**src/rtl/gpio_irq_ctrl.sv**
```systemverilog
// GPIO interrupt aggregator: records rising edges of the pin-mux INTR vector as pending bits,
// presents the lowest-index eligible pin to the CPU over req/ack, and pulses IRQRES on ack.
module gpio_irq_ctrl #(
    parameter int NUM_PINS   = 24,
    parameter int ID_W       = 5,
    parameter int RES_CYCLES = 2
) (
    input  logic                CLK,
    input  logic                RST,
    input  logic [NUM_PINS-1:0] INTR,
    input  logic [NUM_PINS-1:0] IRQ_MASK,
    input  logic                CLR_WE,
    input  logic [NUM_PINS-1:0] CLR_DATA,
    output logic [NUM_PINS-1:0] PENDING,
    output logic                IRQ_REQ,
    output logic [ID_W-1:0]     IRQ_ID,
    input  logic                IRQ_ACK,
    output logic [NUM_PINS-1:0] IRQRES
);

    localparam int CNT_W = 4;
    localparam logic [NUM_PINS-1:0] ONE_HOT0 = {{(NUM_PINS-1){1'b0}}, 1'b1};

    typedef enum logic [1:0] {
        ST_IDLE,
        ST_REQ,
        ST_RES
    } state_t;

    state_t              state;
    logic [CNT_W-1:0]    res_cnt;
    logic [NUM_PINS-1:0] intr_prev;
    logic [NUM_PINS-1:0] rise;
    logic [NUM_PINS-1:0] eligible;
    logic [NUM_PINS-1:0] sel_mask;
    logic [NUM_PINS-1:0] ack_clr;
    logic [NUM_PINS-1:0] sw_clr;
    logic [ID_W-1:0]     winner;
    logic                ack_fire;
    logic                frozen_eligible;

    // NOTE: every always_comb output gets a default first so no path can infer a latch.
    always_comb begin
        rise            = INTR & ~intr_prev;
        eligible        = PENDING & IRQ_MASK;
        sel_mask        = ONE_HOT0 << IRQ_ID;
        ack_fire        = (state == ST_REQ) && IRQ_ACK;
        ack_clr         = ack_fire ? sel_mask : '0;
        sw_clr          = CLR_WE ? CLR_DATA : '0;
        frozen_eligible = |(eligible & sel_mask);
        // Scan downwards so the lowest set index is the last assignment and wins.
        winner = '0;
        for (int i = NUM_PINS - 1; i >= 0; i--) begin
            if (eligible[i]) winner = ID_W'(i);
        end
    end

    // NOTE: sequential state uses non-blocking assignments only, so every register
    // samples pre-edge values regardless of statement order.
    always_ff @(posedge CLK) begin
        // NOTE: reset is synchronous; it is only seen at a rising edge of CLK.
        if (RST) begin
            state     <= ST_IDLE;
            res_cnt   <= '0;
            intr_prev <= '0;
            PENDING   <= '0;
            IRQ_REQ   <= 1'b0;
            IRQ_ID    <= '0;
            IRQRES    <= '0;
        end else begin
            intr_prev <= INTR;
            // A fresh edge beats a software or ack clear of the same bit.
            PENDING   <= rise | (PENDING & ~sw_clr & ~ack_clr);

            case (state)
                ST_IDLE: begin
                    if (|eligible) begin
                        IRQ_ID  <= winner;
                        IRQ_REQ <= 1'b1;
                        state   <= ST_REQ;
                    end
                end
                ST_REQ: begin
                    if (IRQ_ACK) begin
                        IRQ_REQ <= 1'b0;
                        IRQ_ID  <= '0;
                        IRQRES  <= sel_mask;
                        res_cnt <= CNT_W'(RES_CYCLES - 1);
                        state   <= ST_RES;
                    end else if (!frozen_eligible) begin
                        // Request withdrawn: pin cleared or masked before the CPU answered.
                        IRQ_REQ <= 1'b0;
                        IRQ_ID  <= '0;
                        state   <= ST_IDLE;
                    end
                end
                ST_RES: begin
                    if (res_cnt == '0) begin
                        IRQRES <= '0;
                        state  <= ST_IDLE;
                    end else begin
                        res_cnt <= res_cnt - 1'b1;
                    end
                end
                default: state <= ST_IDLE;
            endcase
        end
    end

endmodule

```
**config.mk**
```make
export PLATFORM = sky130hd
export DESIGN_NAME = gpio_irq_ctrl
export DESIGN_NICKNAME = d
export VERILOG_FILES = /design/src/rtl/gpio_irq_ctrl.sv
export SDC_FILE = /design/constraint.sdc
export NUM_CORES = 1
export LEC_CHECK = 0
export CORE_ASPECT_RATIO = 0.7
export CORE_UTILIZATION = 41
export DETAILED_ROUTE_END_ITERATION = 8
export GPL_ROUTABILITY_DRIVEN = 0
export GPL_TIMING_DRIVEN = 1
export PLACE_DENSITY = 0.77
export SLEW_MARGIN = 20
export SYNTH_ARGS = -nofsm -noshare
export SYNTH_HDL_FRONTEND = slang
export SYNTH_SLANG_ARGS = --single-unit
export TNS_END_PERCENT = 100
```
**constraint.sdc**
```tcl
create_clock -name CLK -period 2.4 [get_ports CLK]
set_input_delay 0.72 -clock CLK [delete_from_list [all_inputs] [get_ports CLK]]
set_output_delay 0.72 -clock CLK [all_outputs]
set_load 0.05 [all_outputs]
```
; ---- Word-level counts from Yosys, hierarchy flattened
; Index checks and enable logic that the tools add are counted.
; Widths: inputs -> output; s select.
[totals]
reg_bits = 84
latchBits = 0
ram_bits = 0
mem_bits_ro = 0
inputBits = 76
out_inout_bits = 54
word_cells = 81
n_memories = 0
[op_classes]
addsub = 1
mul = 0
div = 0
magnitude_cmp = 0
n_eq_ne = 7
shift = 1
muxes = 45
bitwise = 9
n_reduce_logical = 11
[ops]
columns = operator, n
row1 = $mux 5, 27
row2 = $and 24x24->24, 5
row3 = $mux 24, 4
row4 = $not 24->24, 3
row5 = $pmux 24 s2, 1
row6 = $reduce_or 24->1, 2
row7 = $or 24x24->24, 1
row8 = $shl 1x5->24 const A, 1
row9 = $reduce_and 3->1, 4
row10 = $pmux 5 s2, 1
row11 = $mux 2, 4
row12 = $mux 4, 2
row13 = $ne 2x2->1 const B, 4
row14 = $pmux 4 s2, 1
row15 = $pmux 2 s3, 1
row16 = $logic_not 4->1, 1
row17 = $reduce_bool 2->1, 2
row18 = $sub 4x1->4 const B, 1
row19 = $mux 1, 3
row20 = $ne 3x3->1 const B, 1
row21 = $eq 2x1->1 const B, 1
row22 = $eq 2x2->1 const B, 1
row23 = $logic_not 2->1, 1
row24 = $pmux 1 s2, 1
row25 = $logic_and 1x1->1, 1

; ---- Depth between registers and ports, before layout
[depth]
ltp_word = 27
depth_mapped = 10
ltp_nobuf = 7

; ---- Least setup slack after synthesis
; No wires, ideal clock.
[synth_path]
kind = register to register
from = register IRQ_ID[1]
to = register IRQ_REQ
setup_ns = 0.117
arrival_time_ns = 2.509
required_ns = 2.283
slack_ns = -0.226
path_stages_with_launch = 11
path_buffers = 3
synth_period_minus_slack_ns = 2.626
cell_sequence = dfxtp_1 > buf_4 > and3b_1 > buf_6 > a31oi_1 > a221oi_1 > nor4_2 > a311oi_1 > or3_1 > buf_6 > a32o_1
[synth_between]
elab_chain_cells = 5
[synth_lines]
columns = element, line_no
row1 = start: declaration, 16  ; output logic [ID_W-1:0] IRQ_ID,
row2 = start signal: assignment, 78  ; IRQ_ID <= winner;
row3 = $shl 1x5->24, 46  ; sel_mask = ONE_HOT0 << IRQ_ID;
row4 = $and 24x24->24, 50  ; frozen_eligible = |(eligible & sel_mask);
row5 = $reduce_or 24->1, 50
row6 = $ne 3x3->1 (no line), --
row7 = $reduce_and 3->1 (no line), --
row8 = end signal: assignment, 67  ; IRQ_REQ <= 1'b0;
row9 = end signal: assignment, 79  ; IRQ_REQ <= 1'b1;
row10 = end signal: assignment, 85  ; IRQ_REQ <= 1'b0;
row11 = end: declaration, 15  ; output logic IRQ_REQ,
; No other way between the ends.
; A chain may end at the register's enable or synchronous reset.

; ---- Final worst setup path
[layout_path]
from = input IRQ_MASK[17]
to = register IRQ_ID[3]
[layout_between]
elab_chain_cells = 21
word_cells_on_any_way = 27
cone_classes = 2 x eq/ne / 20 x mux / 2 x bitwise / 3 x reduce/logical
[layout_lines]
columns = element, line_no
row1 = start: declaration, 11  ; input logic [NUM_PINS-1:0] IRQ_MASK,
row2 = $and 24x24->24 *, 45  ; eligible = PENDING & IRQ_MASK;
row3 = $mux 5 (18 in series), 54  ; if (eligible[i]) winner = ID_W'(i);
row4 = $mux 5, 77  ; if (|eligible) begin
row5 = $pmux 5 s2, 75  ; case (state)
; Mark *: on every way between the ends. The rest lies on a longest branch, timed or not. The select of a mux whose other input is x is not followed.

==> flow_metrics.py <==
metrics = {
    "routing": {
        "drt-initial-drc-count": 405,
        "wirelength_um": 13300,
        "wire_per_inst_um": 17.3,
        "antenna_left": 0,
        "avgViaCountPerCell": 5.49,
        "drtPass1Iterations": 7,
        "drc": 0,
        "num_vias": 4203,
    },
    "worst_setup_path": {
        "end_kind": "flop",
        "rrSetupSlack_ns": 0.07,
        "cp.arrival_ns": 2.65,
        "worstSetupStartpointType": "input port",
        "crit_required_ns": 2.66,
        "path_max_fanout": 4,
        "worstSetupPathType": "in -> reg",
    },
    "sta": {
        "finClkSkew_ns": 0.00748,
        "slew_violations": 0,
        "finalCriticalPeriod_ns": 2.39,
        "tns_ns": 0,
        "fmax_ghz": 0.419,
        "post-route-period-util_pct": 99.5,
        "relSlewSlack_pct": 48.0,
        "hold_viol_final": 0,
        "setup_violations": 0,
        "setup_slack_ns": 0.0111,
        "holdWs_ns": 0.457,
        "worst_slew_pin_slew_ns": 0.781,
    },
    "synthesis": {
        "synth_edf_count": 0,
        "yosys-top-cells-area": "dfxtp_1 (46%), nand2_1 (11%), a32oi_1 (6.5%)",
        "yosysTopAreaCellShare_pct": 45.9,
        "synth-main-ff-cell": "dfxtp_1",
        "yosysTopAreaCell": "dfxtp_1",
        "syn-cell-area_mm2": 0.00366,
        "yosys-top-cells-count": "nand2_1 (111), dfxtp_1 (84), nor2_1 (34)",
        "synth_cells": 459,
        "synth_nets": 537,
        "ys_seq_area_share_pct": 45.9,
        "async_flop_share_pct": 0,
        "yosysMostFrequentCell": "nand2_1",
        "ys_types": 45,
        "syn_area_per_cell_um2": 7.98,
        "yosys_warnings": 0,
        "ys_ff_latch": 84,
    },
    "cts": {
        "cts.clk_slew.worst_paths_ns": 0.06,
        "cts_max_path_buffers": 2,
        "htreeDepth": 3,
        "cts_tree": "yes",
        "clockRootBuffer": "clkbuf_16",
        "cts_hold_buffers": 0,
        "clk_latency_ns": 0.34,
        "cts_num_sinks": 84,
        "numCtsBuffers": 9,
    },
    "run_status": {
        "status": "finished clean",
    },
    "power_and_ir_drop": {
        "vdd_drop_max_uv": 377,
        "internal_power_mw": 2.80,
        "cellPowerDensity_mw_per_mm2": 664,
        "sw_frac_of_total_pct": 29.2,
        "p_leak_nw": 2.46,
        "power.clock.fraction_pct": 38.1,
        "p_seq_share_pct": 39.6,
        "p_sw_mw": 1.16,
        "combPwrFrac_pct": 22.4,
    },
    "final_layout": {
        "fillers": 665,
        "multi_input_area_mm2": 0.00188,
        "stdcell_count": 766,
        "final_util_pct": 69.7,
        "seqCellArea_mm2": 0.00169,
        "drive_gt1_share_pct": 17.8,
        "area_delta_synth_final_pct": 62.6,
        "finalNetCount": 718,
    },
    "grt": {
        "grt_pass1_wl_um": 19800,
        "antenna_found_initial": 1,
        "grt_pass1_vias": 4038,
        "grt_max_degree": 79,
        "gr-usage-all-layers_pct": 28.1,
        "grt_remaining_overflow": 0,
    },
    "floorplanning": {
        "design.core.area_mm2": 0.00855,
        "die_y_um": 81.1,
        "io_pins": 130,
        "start_util_pct": 42.8,
        "die_w_um": 115,
        "placementRows": 28,
        "die_area_mm2": 0.00932,
    },
    "place": {
        "io_buffers": 129,
        "dp.cells": 746,
        "hpwl_um": 9620,
        "dp_slack_ns": -0.423,
    },
    "job": {
        "cap_violations": 0,
    },
    "hold_path": {
        "hold_path.class": "reg -> reg",
    },
}
-- worst max-delay path, stage by stage --
cell,delay (ns)
clkdlybuf4s50_1,0.49
nand2_1,0.14
nand2_1,0.08
or3_4,0.41
nor4_4,0.32
or3_4,0.19
buf_6,0.11
mux2i_1,0.19
-- power by group through the flow --
stage / logic, mW / clock network (mW) / registers, mW
3_3_place_gp: 0.809 / 0 / 1.58
6_report: 0.885 / 1.51 / 1.57
3_5_place_dp: 0.823 / 0 / 1.59
5_1_grt: 0.929 / 1.58 / 1.57
4_1_cts: 0.838 / 1.52 / 1.56
2_1_floorplan: 0.292 / 0 / 1.70
-- flip-flops by register name (all words and copies together) (netlist names) --
register	cells
IRQRES	24
PENDING	24
intr_prev	24
IRQ_ID	5
res_cnt	4
state	2
IRQ_REQ	1
-- worst paths after layout --
kind                            cells after the start          from          to
worst max register to register                      9     IRQ_ID[0]   IRQ_ID[3]
worst min register to register                      2    IRQRES[13]  IRQRES[13]
worst max-delay path                                8  IRQ_MASK[17]   IRQ_ID[3]
worst min-delay path                                2    IRQRES[13]  IRQRES[13]
-- layer usage --
metal / track usage (%) / wire [µm] / vias up
met3: 6.87 / 1460 / 33
met5: 0 / 0 / -
met4: 10.5 / 247 / 0
li1: - / - / 1943
met2: 44.5 / 5870 / 258
met1: 37.3 / 5700 / 1969
-- placed cells by master (no fill, tap or decap), drive strengths merged, types with 3 or more instances in the layout --
cell type,instances
a32oi,27
mux2i,4
o21ai,5
o211ai,3
nor4,3
nand2,111
clkbuf,12
nand3,17
dfxtp,84
a21oi,33
nor2,34
nor3b,5
dlymetal6s2s,12
nand4,6
and3b,4
a31oi,9
clkdlybuf4s50,113
inv,30
nor3,5
nor2b,24
buf,67
and2,6
-- final cells by class --
type                            instances  area share (%)
Antenna cell                            1          0.0420
Sequential cell                        84            28.4
Multi-Input combinational cell        323            31.5
Inverter                               29            1.83
Tap cell                              120            2.52
Clock inverter                          4           0.883
Clock buffer                           12            4.66
Timing Repair Buffer                  193            30.1
-- metrics by stage --
step	instance area, µm²	power, mW
2_1_floorplan	3670	2.00
3_3_place_gp	5450	2.39
3_5_place_dp	5450	2.41
4_1_cts	5820	3.91
5_1_grt	5950	4.08
6_report	5950	3.96
-- timing repair --
action,CTS,global route
buffers inserted,1,2
resized for setup,8,31
pin swaps,3,15
setup endpoints to repair,5,9
-- kinds of logic (layout without fill, tap and decap cells) --
group / Yosys count / count (layout) / share of synthesized area [%]
XOR/XNOR: 2 / 2 / 0.478
AO/OA/AOI/OAI: 91 / 91 / 17.0
flip-flops: 84 / 84 / 45.9
adder cells (fa/ha/maj): 2 / 2 / 0.683
buffers and inverters: 52 / 238 / 6.15
AND/OR/NAND/NOR: 224 / 224 / 28.6
multiplexers: 4 / 4 / 1.09
other: 0 / 1 / 0
No activity file was read; power rests on OpenSTA's default activity.
